--- src/rtl/store_narrow_serializer_pkg.sv ---
// Shared encodings for the store narrowing serializer: access sizes,
// FSM states and the byte count of each access size.
package store_pkg;

  localparam logic [1:0] SZ_BYTE = 2'b00;
  localparam logic [1:0] SZ_HALF = 2'b01;
  localparam logic [1:0] SZ_WORD = 2'b10;

  typedef enum logic [1:0] {
    IDLE = 2'b00,
    SEND = 2'b01,
    DONE = 2'b10,
    ERR  = 2'b11
  } state_t;

  // Number of bytes written for a size code; 0 marks the illegal encoding.
  function automatic logic [2:0] bytes_of(input logic [1:0] size);
    case (size)
      SZ_BYTE: bytes_of = 3'd1;
      SZ_HALF: bytes_of = 3'd2;
      SZ_WORD: bytes_of = 3'd4;
      default: bytes_of = 3'd0;
    endcase
  endfunction

endpackage

--- src/rtl/narrow_fit_check.sv ---
// Combinational legality and fit check for a store.
// trunc_ovf: the narrowed value would not sign-extend back to data, so
// extend(narrow(data)) == data exactly when trunc_ovf is low.
// misalign: the request must be rejected (unaligned half/word or illegal size).
module narrow_fit_check
  import store_pkg::*;
(
  input  logic [31:0] data,
  input  logic [1:0]  size,
  input  logic [1:0]  addr_lo,
  output logic        trunc_ovf,
  output logic        misalign
);

  // Compare the discarded upper bits against the sign bit of the kept part.
  always_comb begin
    trunc_ovf = 1'b0;
    misalign  = 1'b0;
    case (size)
      SZ_BYTE: trunc_ovf = (data[31:8] != {24{data[7]}});
      SZ_HALF: begin
        trunc_ovf = (data[31:16] != {16{data[15]}});
        misalign  = addr_lo[0];
      end
      SZ_WORD: misalign = (addr_lo != 2'b00);
      default: misalign = 1'b1;
    endcase
  end

endmodule

--- src/rtl/store_narrow_serializer.sv ---
// Store-path serializer: accepts a 32-bit store request, narrows it to the
// requested size and writes it little-endian one byte per acked cycle.
//
// Handshakes: a request transfers on a cycle where req_valid_i && req_ready_o;
// the requester holds it until then. A memory byte transfers on a cycle
// where mem_we_o && mem_ack_i; address and data stay stable until then.
module store_narrow_serializer
  import store_pkg::*;
#(
  parameter int ADDR_W = 32,
  parameter int DATA_W = 32
)
(
  input  logic              clk_i,
  input  logic              rst_i,
  input  logic              req_valid_i,
  output logic              req_ready_o,
  input  logic [ADDR_W-1:0] addr_i,
  input  logic [DATA_W-1:0] data_i,
  input  logic [1:0]        size_i,
  output logic              mem_we_o,
  output logic [ADDR_W-1:0] mem_addr_o,
  output logic [7:0]        mem_data_o,
  input  logic              mem_ack_i,
  output logic              done_o,
  output logic              trunc_ovf_o,
  output logic              err_o
);

  state_t            state;
  logic              live;     // low in reset, high from the first edge after release
  logic [ADDR_W-1:0] addr_q;
  logic [DATA_W-1:0] data_q;
  logic [1:0]        size_q;
  logic [1:0]        idx;
  logic [1:0]        last;

  logic [DATA_W-1:0] fit_data;
  logic [1:0]        fit_size;
  logic [1:0]        fit_addr_lo;
  logic              fit_trunc;
  logic              fit_misalign;
  logic              accept;

  // In IDLE the checker judges the incoming request; afterwards it reports
  // on the captured store, which is what DONE needs for trunc_ovf_o.
  always_comb begin
    if (state == IDLE) begin
      fit_data    = data_i;
      fit_size    = size_i;
      fit_addr_lo = addr_i[1:0];
    end else begin
      fit_data    = data_q;
      fit_size    = size_q;
      fit_addr_lo = addr_q[1:0];
    end
  end

  narrow_fit_check u_fit (
    .data      (fit_data),
    .size      (fit_size),
    .addr_lo   (fit_addr_lo),
    .trunc_ovf (fit_trunc),
    .misalign  (fit_misalign)
  );

  assign req_ready_o = live && (state == IDLE);
  assign accept      = req_valid_i && req_ready_o;

  // Output decode from registered state; everything is 0 outside its state.
  always_comb begin
    mem_we_o    = (state == SEND);
    mem_addr_o  = '0;
    mem_data_o  = '0;
    done_o      = (state == DONE);
    err_o       = (state == ERR);
    trunc_ovf_o = (state == DONE) && fit_trunc;
    if (state == SEND) begin
      mem_addr_o = addr_q + ADDR_W'(idx);
      mem_data_o = data_q[{idx, 3'b000} +: 8];
    end
  end

  // Request capture and byte sequencing FSM; reset abandons any store in flight.
  always_ff @(posedge clk_i or negedge rst_i) begin
    if (!rst_i) begin
      state  <= IDLE;
      live   <= 1'b0;
      addr_q <= '0;
      data_q <= '0;
      size_q <= '0;
      idx    <= '0;
      last   <= '0;
    end else begin
      live <= 1'b1;
      case (state)
        IDLE: begin
          if (accept) begin
            addr_q <= addr_i;
            data_q <= data_i;
            size_q <= size_i;
            idx    <= '0;
            last   <= 2'(bytes_of(size_i) - 3'd1);
            state  <= fit_misalign ? ERR : SEND;
          end
        end
        SEND: begin
          if (mem_ack_i) begin
            if (idx == last) state <= DONE;
            else             idx   <= idx + 2'd1;
          end
        end
        DONE:    state <= IDLE;
        default: state <= IDLE;
      endcase
    end
  end

endmodule
--- config.mk ---
export PLATFORM = sky130hd
export DESIGN_NAME = store_narrow_serializer
export DESIGN_NICKNAME = d
export VERILOG_FILES = /design/src/rtl/store_narrow_serializer_pkg.sv /design/src/rtl/narrow_fit_check.sv /design/src/rtl/store_narrow_serializer.sv
export SDC_FILE = /design/constraint.sdc
export NUM_CORES = 1
export LEC_CHECK = 0
export CAP_MARGIN = 40
export CORE_MARGIN = 5
export CORE_UTILIZATION = 52
export CTS_CLUSTER_DIAMETER = 100
export DETAILED_ROUTE_END_ITERATION = 16
export PLACE_DENSITY = 0.86
export SETUP_SLACK_MARGIN = 0.1
export SYNTH_ARGS = -nofsm -noshare
export SYNTH_HDL_FRONTEND = slang
export SYNTH_SLANG_ARGS = --single-unit
--- constraint.sdc ---
create_clock -name clk_i -period 4.6 [get_ports clk_i]
set_input_delay 0.92 -clock clk_i [delete_from_list [all_inputs] [get_ports clk_i]]
set_output_delay 0.92 -clock clk_i [all_outputs]
set_load 0.005 [all_outputs]
==> impl_metrics.csv, run 1 <==
group,metric,value,unit
cts,numCtsBuffers,9,
grt,antenna_found_initial,0,
cts,clock-sinks,73,
sta,tightest_slew,0.6172,ns
cts,cts_setup_buffers,0,
grt,grt_pass1_vias,3943,
cells_and_area,fill_cells,573,
yosys,ys_warn_count,0,
sta,setup_violations,0,
grt,grt_first_pass_wirelength,18840,um
sta,setup_slack,0.4093,ns
grt,overflow,0,
cts,cts_root_buf,"clkbuf_8",
yosys,ys_seq_area_share,44.19,%
die,die_h,99.16,um
route,postRouteWirelength,11640,um
critical_path,critical-path-max-stage-delay,0.59,ns
cts,postCtsHoldBufs,0,
placement,portBuffers,114,
yosys,syn_avg_cell_area,8.090,um^2
cts,cts.htree.levels,3,
sta,slew_viol_final,0,
sta,slew_headroom,58.80,%
yosys,synth.most_common_cell,"nand2_1",
yosys,syn_area,4134,um^2
sta,period_needed,4.191,ns
route,detail_route.wl_per_cell,16.12,um
grt,grt_max_degree,52,
route,drc_errors,0,
sta,rsz0062_at_grt,"false",
die,fp.dieW,99.16,um
critical_path,path_max_fanout,14,
sta,finalSetupTns,0,ns
cts,clk_pin_slew,0.07,ns
sta,max_freq,0.2386,GHz
cells_and_area,syn_to_final_growth,34.99,%
yosys,synth_cell_types,47,
cells_and_area,drive_gt1_share,6.290,%
sta,finalCritPeriodShare,91.10,%
die,num_rows,32,
cells_and_area,num_antenna_cells,0,
yosys,synth_edf_count,0,
die,ios,115,
sta,holdWs,0.5119,ns
power,ir_worst_vdd,0.4309,mV
power,p_leak,2.433,nW
placement,place_ws,0.7913,ns
route,vias_per_cell,5.709,
route,drtIter0Drc,227,
critical_path,worstPathRequired,3.68,ns
route,antenna_left,0,
yosys,yosys_most_used_dff,"dfrtp_1",
yosys,postSynth.asyncResetShare,100.0,%
route,vias,4122,
sta,fin_worst_skew,0.01100,ns
hold_path,hold_path.class,"register to register",
yosys,synth_common_cells,"nand2_1, dfrtp_1, a21oi_1, clkbuf_1, nor2_1",
job,cap_violations,0,
critical_path,endpoint_kind,"output port",
placement,gp_congestion,0.9187,
critical_path,slowest_stage,"dfrtp_1",
yosys,ys_seq_elements,73,
die,die_area,9833,um^2
die,start_util,53.50,%
die,coreArea,7727,um^2
cts,clk_latency,0.34,ns
sta,finalHoldViolations,0,
critical_path,path_cells,"ha_1, a21oi_1, or4_1, or4_1, a21oi_1, clkdlybuf4s50_1",
critical_path,critPathArrivalTime,3.27,ns
route,dr.pass1.iters,5,
yosys,synth_top_cell_by_area,"dfrtp_1",
yosys,syn-num-nets,584,
critical_path,critPathLaunchType,"register",
placement,hpwl,8747,um
critical_path,path_class,"register to output port",
run_status,outcome,"finished, final reports clean",
yosys,synth.top_cell.area_share,44.19,%
power,cellPowerDensity,587.7,nW/um^2
cts,cts_resized,0,
yosys,synth_cells,511,
cts,tritoncts,"yes",
grt,gr-usage-all-layers,23.96,%
cts,clock_path_buffers,2,
cells_and_area,layout.nets,688,
yosys,synth_area_leaders,"dfrtp_1, nand2_1, mux4_2, a21oi_1, nand4_1",
## worst max-delay path, delay by kind of cell, from the launching register on
kind                       cells  cell delay (ns)
AOI/OAI and AO/OA              2             0.31
and+or+nand+nor                2             1.10
DFF                            1             0.59
buffers and inverters          1             0.52
adders and majority gates      1             0.41
## stage by stage
step           instance area, um^2  total power [mW]  utilization [%]  instances
2_1_floorplan                 4134             2.066                -        511
3_3_place_gp                  5328             2.668            68.94        704
3_5_place_dp                  5375             2.756            69.56        706
4_1_cts                       5580             3.279            72.21        722
5_1_grt                       5580             3.514            72.21        722
6_report                      5580             3.280            72.21        722
## area by class of cell
class / count / area (um^2) / share of cell area, %
Clock inverter: 5 / 53.80 / 0.9641
Clock buffer: 11 / 151.4 / 2.713
Inverter: 5 / 18.77 / 0.3363
Timing Repair Buffer: 121 / 1221 / 21.88
Tap cell: 102 / 127.6 / 2.287
Sequential cell: 73 / 1827 / 32.74
Multi-Input combinational cell: 405 / 2181 / 39.08
## layout by cell type (no fill, tap or decap), types with 3 or more instances in the layout
master and n:
or4_1 12, nand2_1 212, clkbuf_8 11, nor3_1 4, nor4_1 12, o21ai_0 11, a21o_1 3, clkinv_2 3
xor2_1 5, and3_1 4, mux4_2 8, nor2_1 17, o31ai_1 11, inv_1 5, and2_1 12, xnor2_1 8
or3_1 9, nand3_1 11, a21oi_1 20, nand4_1 16, clkdlybuf4s50_1 113, buf_4 5, dfrtp_1 73
## routing by layer
metal	wire, um	up-vias	share of wire [%]	GRT usage [%]
li1	-	1969	-	-
met1	4723	1952	41	31.40
met2	5749	176	49	39.05
met3	837	25	7.2	4.418
met4	330	0	2.8	10.40
met5	0	-	0	0
## worst paths after layout
kind	startpoint	end	slack (ns)	cells past startpoint
worst max-delay path	idx[1]	mem_addr_o[19]	0.41	6
worst min-delay path	addr_q[31]	addr_q[31]	0.51	2
worst max register to register	state[0]	data_q[24]	2.49	5
worst min register to register	addr_q[31]	addr_q[31]	0.51	2
max in group asynchronous	rst_i	addr_q[23]	3.05	3
min in group asynchronous	rst_i	data_q[30]	0.57	1
## flip-flops by register name (all words and copies together) (netlist names)
register  count
data_q       32
size_q        2
state         2
last          2
addr_q       32
idx           2
live          1
## power by group
group	switching, mW	total, mW	internal, mW	leakage, nW
Clock	0.231	0.510	0.278	0.109
Combinational	0.667	1.43	0.765	1.42
Sequential	0.397	1.34	0.941	0.904
Total	1.30	3.28	1.98	2.43
## cells by family after synthesis
logic type	Yosys count	share of synthesized area, %
simple gates	324	35.65
flops	73	44.19
other cells	1	0.09071
fa+ha+maj	3	1.090
xor+xnor	13	2.754
compound gates	54	8.142
mux	10	4.873
buf+inv	33	3.208
No activity file was read; power rests on OpenSTA's default activity.
==> inputs of run 2 (changes only) <==
--- a/config.mk
+++ b/config.mk
@@ -7,10 +7,10 @@
 export LEC_CHECK = 0
 export CAP_MARGIN = 40
 export CORE_MARGIN = 5
-export CORE_UTILIZATION = 52
+export CORE_UTILIZATION = 44
 export CTS_CLUSTER_DIAMETER = 100
 export DETAILED_ROUTE_END_ITERATION = 16
-export PLACE_DENSITY = 0.86
+export PLACE_DENSITY = 0.77
 export SETUP_SLACK_MARGIN = 0.1
 export SYNTH_ARGS = -nofsm -noshare
 export SYNTH_HDL_FRONTEND = slang
==> constraint.sdc (replaced) <==
create_clock -name clk_i -period 3.8 [get_ports clk_i]
set_input_delay 0.76 -clock clk_i [delete_from_list [all_inputs] [get_ports clk_i]]
set_output_delay 0.76 -clock clk_i [all_outputs]
set_load 0.005 [all_outputs]
==> run 2 against run 1 <==
Compared with the run above:
- die area grew 16%
- clock skew decreased by 0.0075 ns
- critical path depth down 1
- largest cell class unchanged
==> impl_metrics.csv, run 2 (synthesized netlist as in run 1, its figures left out) <==
group,metric,value,unit
route,antenna_left,0,
cts,clk_latency,0.34,ns
placement,gp_congestion,0.8856,
sta,finalCritPeriodShare,95.38,%
grt,grt_first_pass_wirelength,18940,um
die,ios,115,
critical_path,path_max_fanout,10,
run_status,outcome,"finished, final reports clean",
power,swShare,39.77,%
critical_path,worstRegToRegCells,5,
sta,setup_violations,0,
cells_and_area,drive_gt1_share,8.903,%
route,vias,4132,
cts,cts.htree.levels,3,
cts,cts_root_buf,"clkbuf_8",
cts,clock_path_buffers,2,
cts,clock-sinks,73,
power,cellPowerDensity,703.5,nW/um^2
cells_and_area,syn_to_final_growth,37.77,%
placement,hpwl,8771,um
sta,slew_viol_final,0,
power,fin_total_pwr,4.007,mW
placement,dpl_cell_area,5401,um^2
cells_and_area,layout.nets,697,
job,cap_violations,0,
cells_and_area,regArea,1828,um^2
sta,slew_headroom,54.25,%
critical_path,rr_startpoint,"state[0]",
cts,tritoncts,"yes",
sta,tightest_slew,0.6863,ns
cells_and_area,layout_commonest_cell,"nand2_1",
cells_and_area,fill_cells,816,
die,die_h,106.9,um
critical_path,startpoint,"addr_q[12]",
critical_path,critPathArrivalTime,2.86,ns
power,seqPwrFrac,39.5,%
critical_path,endpoint_kind,"output port",
critical_path,r2r_slack,1.78,ns
power,ir_worst_vdd,0.5163,mV
route,vias_per_cell,5.584,
cells_and_area,multi_input_area,2233,um^2
power,p_leak,2.474,nW
grt,gr-usage-all-layers,20.68,%
critical_path,r2r-end,"data_q[9]",
grt,antenna_found_initial,0,
cells_and_area,mostFrequentLayoutCells,"nand2_1, clkdlybuf4s50_1, dfrtp_1",
power,p_sw,1.593,mW
cells_and_area,reg_top3,"addr_q x32, data_q x32",
critical_path,worstPathRequired,3.04,ns
sta,fin_worst_skew,0.003522,ns
grt,grt_pass1_vias,3943,
sta,period_needed,3.624,ns
route,dr.pass1.iters,5,
die,die_area,11430,um^2
power,combinationalPowerShare,45.5,%
route,postRouteWirelength,11940,um
route,drtIter0Drc,240,
placement,portBuffers,114,
die,start_util,44.95,%
power,clockPowerShare,14.9,%
cts,numCtsBuffers,9,
power,p_int,2.414,mW
die,coreArea,9196,um^2
route,drc_errors,0,
route,detail_route.wl_per_cell,16.14,um
die,num_rows,35,
critical_path,path_class,"register to output port",
cts,clk_pin_slew,0.08,ns
cells_and_area,num_antenna_cells,0,
critical_path,critPathLaunchType,"register",
grt,overflow,0,
sta,finalHoldViolations,0,
sta,rsz0062_at_grt,"true",
grt,grt_max_degree,68,
sta,finalSetupTns,0,ns
critical_path,endpoint,"mem_addr_o[21]",
hold_path,hold_path.class,"input port to asynchronous set/reset pin",
cells_and_area,fin_area,5695,um^2
die,fp.dieW,106.9,um
sta,max_freq,0.2759,GHz
run 2: cell types whose count changed in the layout (fill, tap and decap cells not counted), sizes merged:
cell           before  now
or4                13   14
inv                 5    6
clkinv              4    2
clkinvlp            0    2
dlymetal6s2s        0    1
buf                 8   15
clkdlybuf4s50     113  112
run 2: worst min path at each step:
stage                     startpoint    endpoint  slack, ns
final                          rst_i      idx[0]       0.42
after global routing           rst_i  data_q[29]       0.44
after CTS                      rst_i      idx[0]       0.42
after detailed placement   data_q[0]   data_q[0]       0.48
after global placement     size_q[1]   size_q[1]       0.46
after floorplan            data_q[0]   data_q[0]       0.44
run 2: layout make-up:
type	count	share of cell area, %
inverters	5	0.3295
clock inverters	6	1.186
well taps	111	2.438
multi-input cells	406	39.21
clock buffers	10	2.241
repair buffers	129	22.50
flip-flops and latches	73	32.10
run 2: routing by layer:
layer | part of all wire, % | vias to the layer above | global-route usage, %
met5 | 0 | - | 0
met4 | 2.0 | 0 | 7.123
met3 | 6.2 | 20 | 4.094
met2 | 50 | 159 | 34.58
met1 | 42 | 1974 | 26.85
li1 | - | 1979 | -
run 2: what timing repair did:
item / CTS / global route
setup endpoints to repair: 7 / 12
hold buffers: 0 / 0
endpoints found under the hold margin: 0 / 0
cloned: 0 / 1
resized for setup: 5 / 6
pin swaps: 1 / 4
buffers inserted: 0 / 6
run 2: power groups by stage:
stage	Clock, mW	Combinational [mW]	Sequential, mW
global placement	0	1.73	1.55
CTS	0.616	1.80	1.56
finish	0.599	1.82	1.58
detailed placement	0	1.79	1.57
global route	0.652	2.02	1.65
floorplan	0	1.06	1.44
run 2: metrics by stage:
step / hold slack, ns / std cells / setup slack, ns / utilization, %
final: 0.4191 / 740 / 0.1756 / 61.93
after CTS: 0.4177 / 733 / 0.1139 / 61.10
after detailed placement: 0.4784 / 717 / 0.3645 / 58.73
after floorplan: 0.4410 / 511 / 0.8961 / -
after global placement: 0.4637 / 716 / 0.4713 / 58.44
after global routing: 0.4431 / 740 / 0.01965 / 61.93
run 2: worst max-delay path, cell delays in order, from the launching register on:
cell and delay, ns:
dfrtp_1 0.45, nand4_2 0.17, or4_2 0.86, o41ai_1 0.42
a21oi_1 0.14, clkdlybuf4s50_1 0.47
